`src/rtl/rv32i_decode_stage.sv`:
```
// Multi-lane registered RV32I decode stage with a skid buffer.
// Each lane produces a control word, branch select, immediate, illegal flag and RAW flag.
module rv32i_decode_stage #(
  parameter int LANES      = 2,
  parameter int XLEN       = 32,
  parameter int REG_ADDR_W = 5
) (
  input  logic                    clk,
  input  logic                    reset,
  input  logic                    flush,
  input  logic                    in_valid,
  output logic                    in_ready,
  input  logic [LANES-1:0]        in_lane_valid,
  input  logic [32*LANES-1:0]     in_instr,
  input  logic [XLEN*LANES-1:0]   in_pc,
  output logic                    out_valid,
  input  logic                    out_ready,
  output logic [LANES-1:0]        out_lane_valid,
  output logic [XLEN*LANES-1:0]   out_pc,
  output logic [26*LANES-1:0]     out_control_word,
  output logic [3*LANES-1:0]      out_branch_sel,
  output logic [XLEN*LANES-1:0]   out_imm,
  output logic [LANES-1:0]        out_illegal,
  output logic [LANES-1:0]        out_dep
);

  localparam int BW = LANES * (1 + XLEN + 26 + 3 + XLEN + 1 + 1);

  localparam logic [6:0] OP_R     = 7'b0110011;
  localparam logic [6:0] OP_I     = 7'b0010011;
  localparam logic [6:0] OP_LOAD  = 7'b0000011;
  localparam logic [6:0] OP_JALR  = 7'b1100111;
  localparam logic [6:0] OP_S     = 7'b0100011;
  localparam logic [6:0] OP_B     = 7'b1100011;
  localparam logic [6:0] OP_LUI   = 7'b0110111;
  localparam logic [6:0] OP_AUIPC = 7'b0010111;
  localparam logic [6:0] OP_JAL   = 7'b1101111;

  localparam logic [3:0] ALU_ADD  = 4'b0000;
  localparam logic [3:0] ALU_SUB  = 4'b0001;
  localparam logic [3:0] ALU_SLT  = 4'b0010;
  localparam logic [3:0] ALU_SLTU = 4'b0011;
  localparam logic [3:0] ALU_XOR  = 4'b0100;
  localparam logic [3:0] ALU_OR   = 4'b0101;
  localparam logic [3:0] ALU_AND  = 4'b0110;
  localparam logic [3:0] ALU_SLL  = 4'b1000;
  localparam logic [3:0] ALU_SRA  = 4'b1001;
  localparam logic [3:0] ALU_SRL  = 4'b1010;

  localparam logic [2:0] BR_NONE = 3'b000;
  localparam logic [2:0] BR_EQ   = 3'b010;
  localparam logic [2:0] BR_NE   = 3'b011;
  localparam logic [2:0] BR_LT   = 3'b100;
  localparam logic [2:0] BR_GE   = 3'b101;
  localparam logic [2:0] BR_JAL  = 3'b110;
  localparam logic [2:0] BR_JALR = 3'b111;

  logic [XLEN*LANES-1:0]       dec_pc;
  logic [26*LANES-1:0]         dec_cw;
  logic [3*LANES-1:0]          dec_bsel;
  logic [XLEN*LANES-1:0]       dec_imm;
  logic [LANES-1:0]            dec_ill;
  logic [LANES-1:0]            dec_dep;
  logic [LANES-1:0]            prod;
  logic [LANES-1:0]            use1;
  logic [LANES-1:0]            use2;
  logic [REG_ADDR_W*LANES-1:0] prod_rd;
  logic [REG_ADDR_W*LANES-1:0] src1;
  logic [REG_ADDR_W*LANES-1:0] src2;
  logic [BW-1:0]               dec_bundle;

  genvar gi;
  generate
    for (gi = 0; gi < LANES; gi++) begin : g_lane
      logic [31:0] instr;
      logic [6:0]  opcode;
      logic [2:0]  f3;
      logic [4:0]  rd;
      logic [4:0]  rs1;
      logic [4:0]  rs2;
      logic        legal;
      logic        we;
      logic        save_pc;
      logic        load;
      logic        use_imm;
      logic        rs1_en;
      logic        rs2_en;
      logic        live;
      logic [3:0]  alu;
      logic [2:0]  mw;
      logic [2:0]  bsel;
      logic [31:0] imm32;

      assign instr  = in_instr[32*gi +: 32];
      assign opcode = instr[6:0];
      assign f3     = instr[14:12];
      assign rd     = instr[11:7];
      assign rs1    = instr[19:15];
      assign rs2    = instr[24:20];

      always_comb begin
        legal   = 1'b1;
        we      = 1'b0;
        save_pc = 1'b0;
        load    = 1'b0;
        use_imm = 1'b0;
        rs1_en  = 1'b1;
        rs2_en  = 1'b0;
        alu     = ALU_ADD;
        mw      = 3'b000;
        bsel    = BR_NONE;
        imm32   = 32'd0;
        case (opcode)
          OP_R: begin
            we     = 1'b1;
            rs2_en = 1'b1;
            case (f3)
              3'b000:  alu = instr[30] ? ALU_SUB : ALU_ADD;
              3'b001:  alu = ALU_SLL;
              3'b010:  alu = ALU_SLT;
              3'b011:  alu = ALU_SLTU;
              3'b100:  alu = ALU_XOR;
              3'b101:  alu = instr[30] ? ALU_SRA : ALU_SRL;
              3'b110:  alu = ALU_OR;
              default: alu = ALU_AND;
            endcase
          end
          OP_I: begin
            we      = 1'b1;
            use_imm = 1'b1;
            imm32   = {{20{instr[31]}}, instr[31:20]};
          end
          OP_LOAD: begin
            we      = 1'b1;
            load    = 1'b1;
            use_imm = 1'b1;
            mw      = f3;
            imm32   = {{20{instr[31]}}, instr[31:20]};
          end
          OP_JALR: begin
            we      = 1'b1;
            save_pc = 1'b1;
            use_imm = 1'b1;
            bsel    = BR_JALR;
            imm32   = {{20{instr[31]}}, instr[31:20]};
          end
          OP_S: begin
            use_imm = 1'b1;
            rs2_en  = 1'b1;
            mw      = f3;
            imm32   = {{20{instr[31]}}, instr[31:25], instr[11:7]};
          end
          OP_B: begin
            rs2_en = 1'b1;
            alu    = (f3[2:1] == 2'b11) ? ALU_SLTU : ALU_SUB;
            imm32  = {{19{instr[31]}}, instr[31], instr[7], instr[30:25], instr[11:8], 1'b0};
            case (f3)
              3'b000:         bsel = BR_EQ;
              3'b001:         bsel = BR_NE;
              3'b100, 3'b110: bsel = BR_LT;
              3'b101, 3'b111: bsel = BR_GE;
              default:        bsel = BR_NONE;
            endcase
          end
          OP_LUI, OP_AUIPC: begin
            we      = 1'b1;
            save_pc = (opcode == OP_AUIPC);
            use_imm = 1'b1;
            rs1_en  = 1'b0;
            imm32   = {instr[31:12], 12'd0};
          end
          OP_JAL: begin
            we      = 1'b1;
            save_pc = 1'b1;
            use_imm = 1'b1;
            rs1_en  = 1'b0;
            bsel    = BR_JAL;
            imm32   = {{11{instr[31]}}, instr[31], instr[19:12], instr[20], instr[30:21], 1'b0};
          end
          default: begin
            legal  = 1'b0;
            rs1_en = 1'b0;
          end
        endcase
      end

      // Invalid or illegal lanes contribute nothing, neither to outputs nor to hazard detection.
      assign live = in_lane_valid[gi] & legal;
      assign dec_pc[XLEN*gi +: XLEN] = in_lane_valid[gi] ? in_pc[XLEN*gi +: XLEN] : '0;
      assign dec_cw[26*gi +: 26] = live ?
          {(we ? rd : 5'd0), rs2, (rs1_en ? rs1 : 5'd0), alu, we, save_pc, load, use_imm, mw} : '0;
      assign dec_bsel[3*gi +: 3]       = live ? bsel : 3'b000;
      assign dec_imm[XLEN*gi +: XLEN]  = live ? {{(XLEN-31){imm32[31]}}, imm32[30:0]} : '0;
      assign dec_ill[gi]               = in_lane_valid[gi] & ~legal;
      assign prod[gi]                  = live & we & (rd != 5'd0);
      assign use1[gi]                  = live & rs1_en;
      assign use2[gi]                  = live & rs2_en;
      assign prod_rd[REG_ADDR_W*gi +: REG_ADDR_W] = REG_ADDR_W'(rd);
      assign src1[REG_ADDR_W*gi +: REG_ADDR_W]    = REG_ADDR_W'(rs1);
      assign src2[REG_ADDR_W*gi +: REG_ADDR_W]    = REG_ADDR_W'(rs2);
    end

    for (gi = 0; gi < LANES; gi++) begin : g_dep
      logic d;
      always_comb begin
        d = 1'b0;
        for (int i = 0; i < gi; i++) begin
          if (prod[i] &&
              ((use1[gi] && prod_rd[REG_ADDR_W*i +: REG_ADDR_W] == src1[REG_ADDR_W*gi +: REG_ADDR_W]) ||
               (use2[gi] && prod_rd[REG_ADDR_W*i +: REG_ADDR_W] == src2[REG_ADDR_W*gi +: REG_ADDR_W])))
            d = 1'b1;
        end
      end
      assign dec_dep[gi] = d;
    end
  endgenerate

  assign dec_bundle = {in_lane_valid, dec_pc, dec_cw, dec_bsel, dec_imm, dec_ill, dec_dep};

  logic [BW-1:0] o_reg;
  logic [BW-1:0] s_reg;
  logic          o_valid_reg;
  logic          s_valid_reg;
  logic          accept;
  logic          pop;

  // A bundle with no valid lane is consumed but never reaches the output.
  assign accept   = in_valid & in_ready & (|in_lane_valid);
  assign pop      = o_valid_reg & out_ready;
  assign in_ready = ~s_valid_reg;

  always_ff @(posedge clk) begin
    if (reset || flush) begin
      o_valid_reg <= 1'b0;
      s_valid_reg <= 1'b0;
      o_reg       <= '0;
      s_reg       <= '0;
    end else if (s_valid_reg && pop) begin
      o_reg       <= s_reg;
      s_valid_reg <= 1'b0;
    end else if (accept && (!o_valid_reg || pop)) begin
      o_reg       <= dec_bundle;
      o_valid_reg <= 1'b1;
    end else if (accept) begin
      s_reg       <= dec_bundle;
      s_valid_reg <= 1'b1;
    end else if (pop) begin
      o_valid_reg <= 1'b0;
    end
  end

  assign out_valid = o_valid_reg;
  assign {out_lane_valid, out_pc, out_control_word, out_branch_sel, out_imm, out_illegal, out_dep} = o_reg;

endmodule

```
`config.mk`:
```
export PLATFORM = sky130hd
export DESIGN_NAME = rv32i_decode_stage
export DESIGN_NICKNAME = d
export VERILOG_FILES = /design/src/rtl/rv32i_decode_stage.sv
export SDC_FILE = /design/constraint.sdc
export NUM_CORES = 1
export LEC_CHECK = 0
export BUFFER_PORTS_ARGS = -buffer_cell sky130_fd_sc_hd__buf_2
export CAP_MARGIN = 20
export CORE_ASPECT_RATIO = 0.8
export CORE_MARGIN = 3
export CORE_UTILIZATION = 50
export DETAILED_ROUTE_END_ITERATION = 10
export GPL_ROUTABILITY_DRIVEN = 0
export GPL_TIMING_DRIVEN = 1
export PLACE_DENSITY_LB_ADDON = 0.3
export SLEW_MARGIN = 20
export SYNTH_ARGS = -nofsm -noshare
export SYNTH_HDL_FRONTEND = slang
export SYNTH_SLANG_ARGS = --single-unit
```
`constraint.sdc`:
```
create_clock -name clk -period 2 [get_ports clk]
set_clock_uncertainty 0.2 [all_clocks]
set_input_delay 0.4 -clock clk [delete_from_list [all_inputs] [get_ports clk]]
set_output_delay 0.4 -clock clk [all_outputs]
set_load 0.02 [all_outputs]
```
==> results of run 1 <==
cell type report:
type | instances | share of cell area, %
multi-input cells | 1381 | 35.74
flip-flops and latches | 384 | 35.49
repair buffers | 616 | 20.64
clock buffers | 61 | 5.356
well taps | 420 | 2.424
inverters | 11 | 0.1905
clock inverters | 6 | 0.1385
diodes | 1 | 0.01154
worst min-delay path, stage by stage:
cell     delay, ns
buf_2         0.17
a22oi_1       0.09
nor2_1        0.08
cells by family (layout without fill, tap and decap cells):
family | Yosys count | after routing | synth area share, %
other | 1 | 2 | 0.02324
AND/OR/NAND/NOR | 724 | 724 | 20.08
AO/OA/AOI/OAI | 638 | 639 | 26.09
buffers and inverters | 203 | 694 | 5.217
flip-flops | 384 | 384 | 47.63
XOR/XNOR | 12 | 12 | 0.6512
multiplexers | 5 | 5 | 0.3101
per-stage QoR:
step	util [%]	setup WS, ns	area (um^2)	total power [W]	instances
6_report	68.52	0.05424	21680	0.01683	2880
5_1_grt	68.52	-0.009463	21680	0.01739	2880
4_1_cts	68.30	0.03878	21610	0.01690	2878
3_5_place_dp	61.47	-0.4560	19450	0.009804	2716
3_3_place_gp	61.47	-0.3511	19450	0.009773	2716
2_1_floorplan	-	-0.01523	16160	0.008940	1967
metal layers:
metal,track usage (%),vias up,routed length [um]
met5,0,-,13
met4,13.24,2,2506
met3,6.215,169,5372
met2,49.97,925,25890
met1,42.96,8393,23140
li1,-,8079,-
power breakdown:
group	switching [W]	internal, W	total, W	leakage [nW]
clock network	0.00301	0.00398	0.00699	0.588
registers	0.0000739	0.00778	0.00785	3.11
logic	0.00120	0.000795	0.00199	4.90
synthesized netlist by cell type, types with 5 or more instances:
cell type	instances
buf_4	7
a22oi_1	63
a221oi_1	49
dfxtp_1	384
clkbuf_1	137
o32ai_1	5
buf_2	43
a21o_1	10
a311oi_1	66
a22o_1	5
and3_1	11
a21oi_1	208
buf_1	5
nand2b_1	9
xor2_1	5
xnor2_1	7
o221ai_1	12
a31oi_1	9
mux2i_1	5
nand2_1	250
o21ai_0	131
nor3_1	20
o22ai_1	23
nor2_1	199
a211oi_1	7
inv_1	11
nand3_1	178
o211ai_1	6
nor2b_1	11
a32o_1	11
placed cells by master, fill, tap and decap left out, types with 7 or more instances in the layout:
cell	n
dfxtp_1	382
buf_2	327
nand2_1	248
a21oi_1	207
nor2_1	196
nand3_1	177
buf_4	159
o21ai_0	126
dlygate4sd3_1	93
a311oi_1	65
a22oi_1	63
a221oi_1	48
clkbuf_16	41
buf_12	34
o22ai_1	23
nor3_1	19
clkbuf_1	14
o221ai_1	12
inv_1	11
and3_1	11
a32o_1	11
nor2b_1	10
nand2b_1	9
a31oi_1	9
a21o_1	9
xnor2_1	7
worst max path at each step:
stage	endpoint	slack (ns)	cells past startpoint
after floorplan	o_reg[104]$_SDFFE_PP0P_	-0.02	6
after global placement	o_reg[41]$_SDFFE_PP0P_	-0.35	6
after detailed placement	o_reg[45]$_SDFFE_PP0P_	-0.46	6
after CTS	s_reg[95]$_SDFFE_PP0P_	0.04	7
after global routing	s_reg[71]$_SDFFE_PP0P_	-0.009	8
final	o_reg[82]$_SDFFE_PP0P_	0.05	8
repair_timing:
item,CTS,global route
hold buffers,93,0
setup buffers,1,1
hold endpoints to repair,200,0
cloned,1,0
setup endpoints to repair,47,99
pin swaps,1,3
gates resized for setup,7,18
==> results.yml, run 1 <==
global_route:
  grt_pass1_wl_um: 89650
  grt_max_degree: 82
  grt-ovfl-total: 0
  antenna_found_initial: 2
  grt_pass1_vias: 16750
  grt_usage_pct: 31.83
die:
  dieArea_um2: 34480
  die-width_um: 206.9
  io_pins: 329
  coreArea_um2: 31640
  std_cell_rows: 58
  die_y_um: 166.7
  start_util_pct: 51.01
detailed_routing:
  dr.pass1.iters: 6
  dr_total_vias: 17570
  postRouteAntennaNets: 0
  vias_per_cell: 6.100
  routed_wl_um: 56920
  avgRoutedWirePerCell_um: 19.76
  drtIter0Drc: 1977
  drc: 0
pwr:
  powerDensity_nw_per_um2: 776.3
  p_leak_nw: 8.595
  ir_drop_uv: 639.1
critical_path:
  worst_r2r_endpoint: "s_reg[95]$_SDFFE_PP0P_"
  cp.required_ns: 2.23
  cp_max_fo: 9
  path_cells: "dlygate4sd3_1, buf_2, nor2b_1, o221ai_1, a21oi_1, a221oi_1, buf_4, nor2_1"
  rr_worst_depth: 7
  crit_path_start_kind: "input port"
  slowest_stage: "dlygate4sd3_1"
  rr_startpoint: "s_valid_reg$_SDFFE_PP0P_"
  slowest_delay_ns: 0.54
  worstSetupPathType: "input port to register"
  arrival_ns: 2.18
  endpoint_kind: "register"
  r2r_setup_slack_ns: 0.10
  cp_top_family: "buffers and inverters"
  crit_start: "in_instr[14]"
  path_buf_inv: 3
min_path:
  hold_class: "input port to register"
  min_to: "s_reg[118]$_SDFFE_PP0P_"
  hold_path_depth: 3
  hold_start: "in_instr[54]"
sta:
  tightest_slew_ns: 0.6937
  max_freq_ghz: 0.5139
  setup_violations: 0
  fin_crit_sh_pct: 97.29
  drv_slew: 0
  finalHoldWorstSlack_ns: 0.02314
  hold_violations: 0
  max_slew_margin_pct: 53.59
  finalSetupTns_ns: 0
  period_needed_ns: 1.946
logic_synthesis:
  synth_seq_cells: 384
  synth_top_cell_by_area: "dfxtp_1"
  synth_area_leaders: "dfxtp_1 48%, a21oi_1 6.5%, nand2_1 5.8%"
  synth_top_area_share_pct: 47.63
  syn_avg_cell_area_um2: 8.205
  synth_ff_type: "dfxtp_1"
  synth_edf_count: 0
  syn_inst: 1967
  yosys.cell_types.count: 75
  async_flop_share_pct: 0
  ys_seq_area_share_pct: 47.63
  syn_area_um2: 16140
  syn_nets: 2102
  yosys_warnings: 0
clock_tree:
  insertion_delay_ns: 0.54
  cts.sinks: 384
  numCtsBuffers: 40
  cts_tree: "yes"
  cts_root_buffer: "clkbuf_16"
  cts_max_path_buffers: 3
  h-tree-depth: 2
  clk_pin_slew_ns: 0.06
cells_and_area:
  drive_above_1_share_pct: 25.09
  multiInputGateArea_um2: 7749
  syn2layout_area_growth_pct: 34.33
  nets: 2569
  regArea_um2: 7695
  fill_cells: 2510
placed_design:
  hpwlAfterDp_um: 38230
  portBuffers: 327
flow_run:
  maxCapViolCount: 0
status:
  status: "finished clean"
(Power assumes the default switching activity.)
==> run 2: changes to the inputs <==
--- a/config.mk
+++ b/config.mk
@@ -9,7 +9,7 @@
 export CAP_MARGIN = 20
 export CORE_ASPECT_RATIO = 0.8
 export CORE_MARGIN = 3
-export CORE_UTILIZATION = 50
+export CORE_UTILIZATION = 51
 export DETAILED_ROUTE_END_ITERATION = 10
 export GPL_ROUTABILITY_DRIVEN = 0
 export GPL_TIMING_DRIVEN = 1
==> constraint.sdc (replaced) <==
create_clock -name clk -period 2.26 [get_ports clk]
set_clock_uncertainty 0.2 [all_clocks]
set_input_delay 0.452 -clock clk [delete_from_list [all_inputs] [get_ports clk]]
set_output_delay 0.452 -clock clk [all_outputs]
set_load 0.02 [all_outputs]
==> run 2 against run 1 <==
Final area is 4.7% lower. Global-route usage fell by 1.5 points. Critical path depth shrank 2. Power down 11%. Via count decreased by 4.3%. Utilization shrank 1.3 points. First-iteration DRC count shrank 13%. Worst hold slack worse by 0.012 ns. Critical endpoint is now s_reg[46]$_SDFFE_PP0P_. Highest routed layer is now met4. Routed wire length decreased by 5.4%. Sequential cell count is the same. Sequential share of layout area grew 1.7 points. Register-to-register slack lost 0.03 ns.
==> results.yml, run 2 (same netlist as run 1, synthesis figures left out) <==
placed_design:
  portBuffers: 327
  hpwlAfterDp_um: 36020
  place_inst: 2640
  pre_cts_ws_ns: -0.2725
pwr:
  powerDensity_nw_per_um2: 726.1
  clockPowerShare_pct: 43.1
  combinationalPowerShare_pct: 10.6
  p_total_w: 0.01501
  p_int_w: 0.01128
  swShare_pct: 24.82
  p_sw_w: 0.003725
  ir_drop_uv: 563.6
  seqPwrFrac_pct: 46.3
  p_leak_nw: 8.071
flow_run:
  maxCapViolCount: 0
cells_and_area:
  fill_cells: 2474
  fin_cells: 2761
  nets: 2456
  post-route-util_pct: 67.24
  diodes: 0
  drive_above_1_share_pct: 23.30
  final_common_cell: "dfxtp_1"
  most-common-layout-cells: "384 x dfxtp_1, 327 x buf_2, 250 x nand2_1"
  syn2layout_area_growth_pct: 28.06
sta:
  period_needed_ns: 2.193
  max_slew_margin_pct: 40.24
  setup_violations: 0
  tightest_slew_ns: 0.8910
  drv_slew: 0
  setup_slack_ns: 0.06661
  fin_crit_sh_pct: 97.05
  finalHoldWorstSlack_ns: 0.01091
  hold_violations: 0
  max_freq_ghz: 0.4559
critical_path:
  path_cells: "nor2b_2, nand3b_1, buf_4, a2111oi_4, a22oi_1, nor2_1"
  worst_r2r_endpoint: "s_reg[46]$_SDFFE_PP0P_"
  rr_worst_depth: 6
  crit_path_start_kind: "register"
  rr_startpoint: "s_valid_reg$_SDFFE_PP0P_"
  slowest_delay_ns: 0.56
  cp.required_ns: 2.54
  endpoint_kind: "register"
  worstSetupPathType: "register to register"
  path_buf_inv: 1
  r2r_setup_slack_ns: 0.07
  arrival_ns: 2.47
  slowest_stage: "a2111oi_4"
  cp_top_family: "compound AO/OA/AOI/OAI gates"
  cp_max_fo: 8
detailed_routing:
  drc: 0
  dr_total_vias: 16820
  vias_per_cell: 6.091
  drtIter0Drc: 1719
  dr.pass1.iters: 8
  avgRoutedWirePerCell_um: 19.51
  routed_wl_um: 53860
  postRouteAntennaNets: 0
min_path:
  hold_class: "input port to register"
  hold_path_depth: 3
  hold_start: "in_pc[29]"
  min_to: "s_reg[155]$_SDFFE_PP0P_"
die:
  coreArea_um2: 30740
  std_cell_rows: 57
  io_pins: 329
  die-width_um: 204.9
  start_util_pct: 52.51
  die_y_um: 165.1
  dieArea_um2: 33830
clock_tree:
  clk_pin_slew_ns: 0.06
  cts_tree: "yes"
  cts.sinks: 384
  insertion_delay_ns: 0.54
  cts_max_path_buffers: 3
  numCtsBuffers: 39
  cts_root_buffer: "clkbuf_16"
  h-tree-depth: 2
global_route:
  grt_pass1_vias: 15720
  antenna_found_initial: 0
  grt_max_degree: 87
  grt_pass1_wl_um: 83620
  grt-ovfl-total: 0
  grt_usage_pct: 30.32
status:
  status: "finished clean"
==> run 2: cell count changes in the layout (fill, tap and decap cells not counted), sizes merged <==
cell	delta
a21o	-1
buf	-70
bufinv	+2
clkbuf	-3
clkinv	+3
diode	-1
dlygate4sd3	-42
==> run 2: repair_timing <==
action | in CTS | in global routing
hold endpoints to repair | 53 | 0
buffers inserted | 0 | 1
hold buffers | 51 | 0
endpoints found under the setup margin | 0 | 112
gates resized for setup | 0 | 5
==> run 2: worst max-delay path by stage <==
stage	cells after the start	slack, ns	end	from
after floorplan	6	0.15	o_reg[104]$_SDFFE_PP0P_	in_instr[37]
after global placement	6	-0.21	o_reg[46]$_SDFFE_PP0P_	in_instr[36]
after detailed placement	6	-0.27	o_reg[45]$_SDFFE_PP0P_	in_instr[36]
after CTS	7	0.03	o_reg[176]$_SDFFE_PP0P_	s_valid_reg$_SDFFE_PP0P_
after global routing	6	-0.002	s_reg[43]$_SDFFE_PP0P_	s_valid_reg$_SDFFE_PP0P_
final	6	0.07	s_reg[46]$_SDFFE_PP0P_	s_valid_reg$_SDFFE_PP0P_
==> run 2: routing by layer <==
layer	global-route usage, %	routed length, um	vias to the layer above	part of all wire [%]
li1	-	-	7848	-
met1	41.72	22730	7942	42
met2	46.99	24180	886	45
met3	5.859	4852	141	9.0
met4	12.60	2090	0	3.9
met5	0	0	-	0
==> run 2: cell type report <==
| class | instances | area [um^2] | share of cell area (%) |
|---|---|---|---|
| Multi-Input combinational cell | 1380 | 7684 | 37.18 |
| Inverter | 11 | 41.29 | 0.1998 |
| Sequential cell | 384 | 7687 | 37.20 |
| Timing Repair Buffer | 505 | 3456 | 16.72 |
| Clock buffer | 57 | 1166 | 5.642 |
| Tap cell | 413 | 516.7 | 2.500 |
| Clock inverter | 11 | 116.4 | 0.5630 |
==> run 2: power by group through the flow <==
stage          Combinational, W  Clock [W]  Sequential (W)
5_1_grt                 0.00172    0.00684         0.00696
2_1_floorplan          0.000686          0         0.00722
3_5_place_dp            0.00148          0         0.00710
6_report                0.00160    0.00646         0.00695
4_1_cts                 0.00155    0.00653         0.00695
3_3_place_gp            0.00145          0         0.00710
==> run 2: per-stage QoR <==
step	TNS, ns	instance area, um^2
3_5_place_dp	-11.67	18820
5_1_grt	-0.004108	20670
3_3_place_gp	-5.885	18820
6_report	0	20670
4_1_cts	0	20610
2_1_floorplan	0	16140
==> run 2: worst min-delay path, cell delays in order <==
cell	delay [ns]
buf_2	0.11
nand3_1	0.07
a21oi_1	0.05
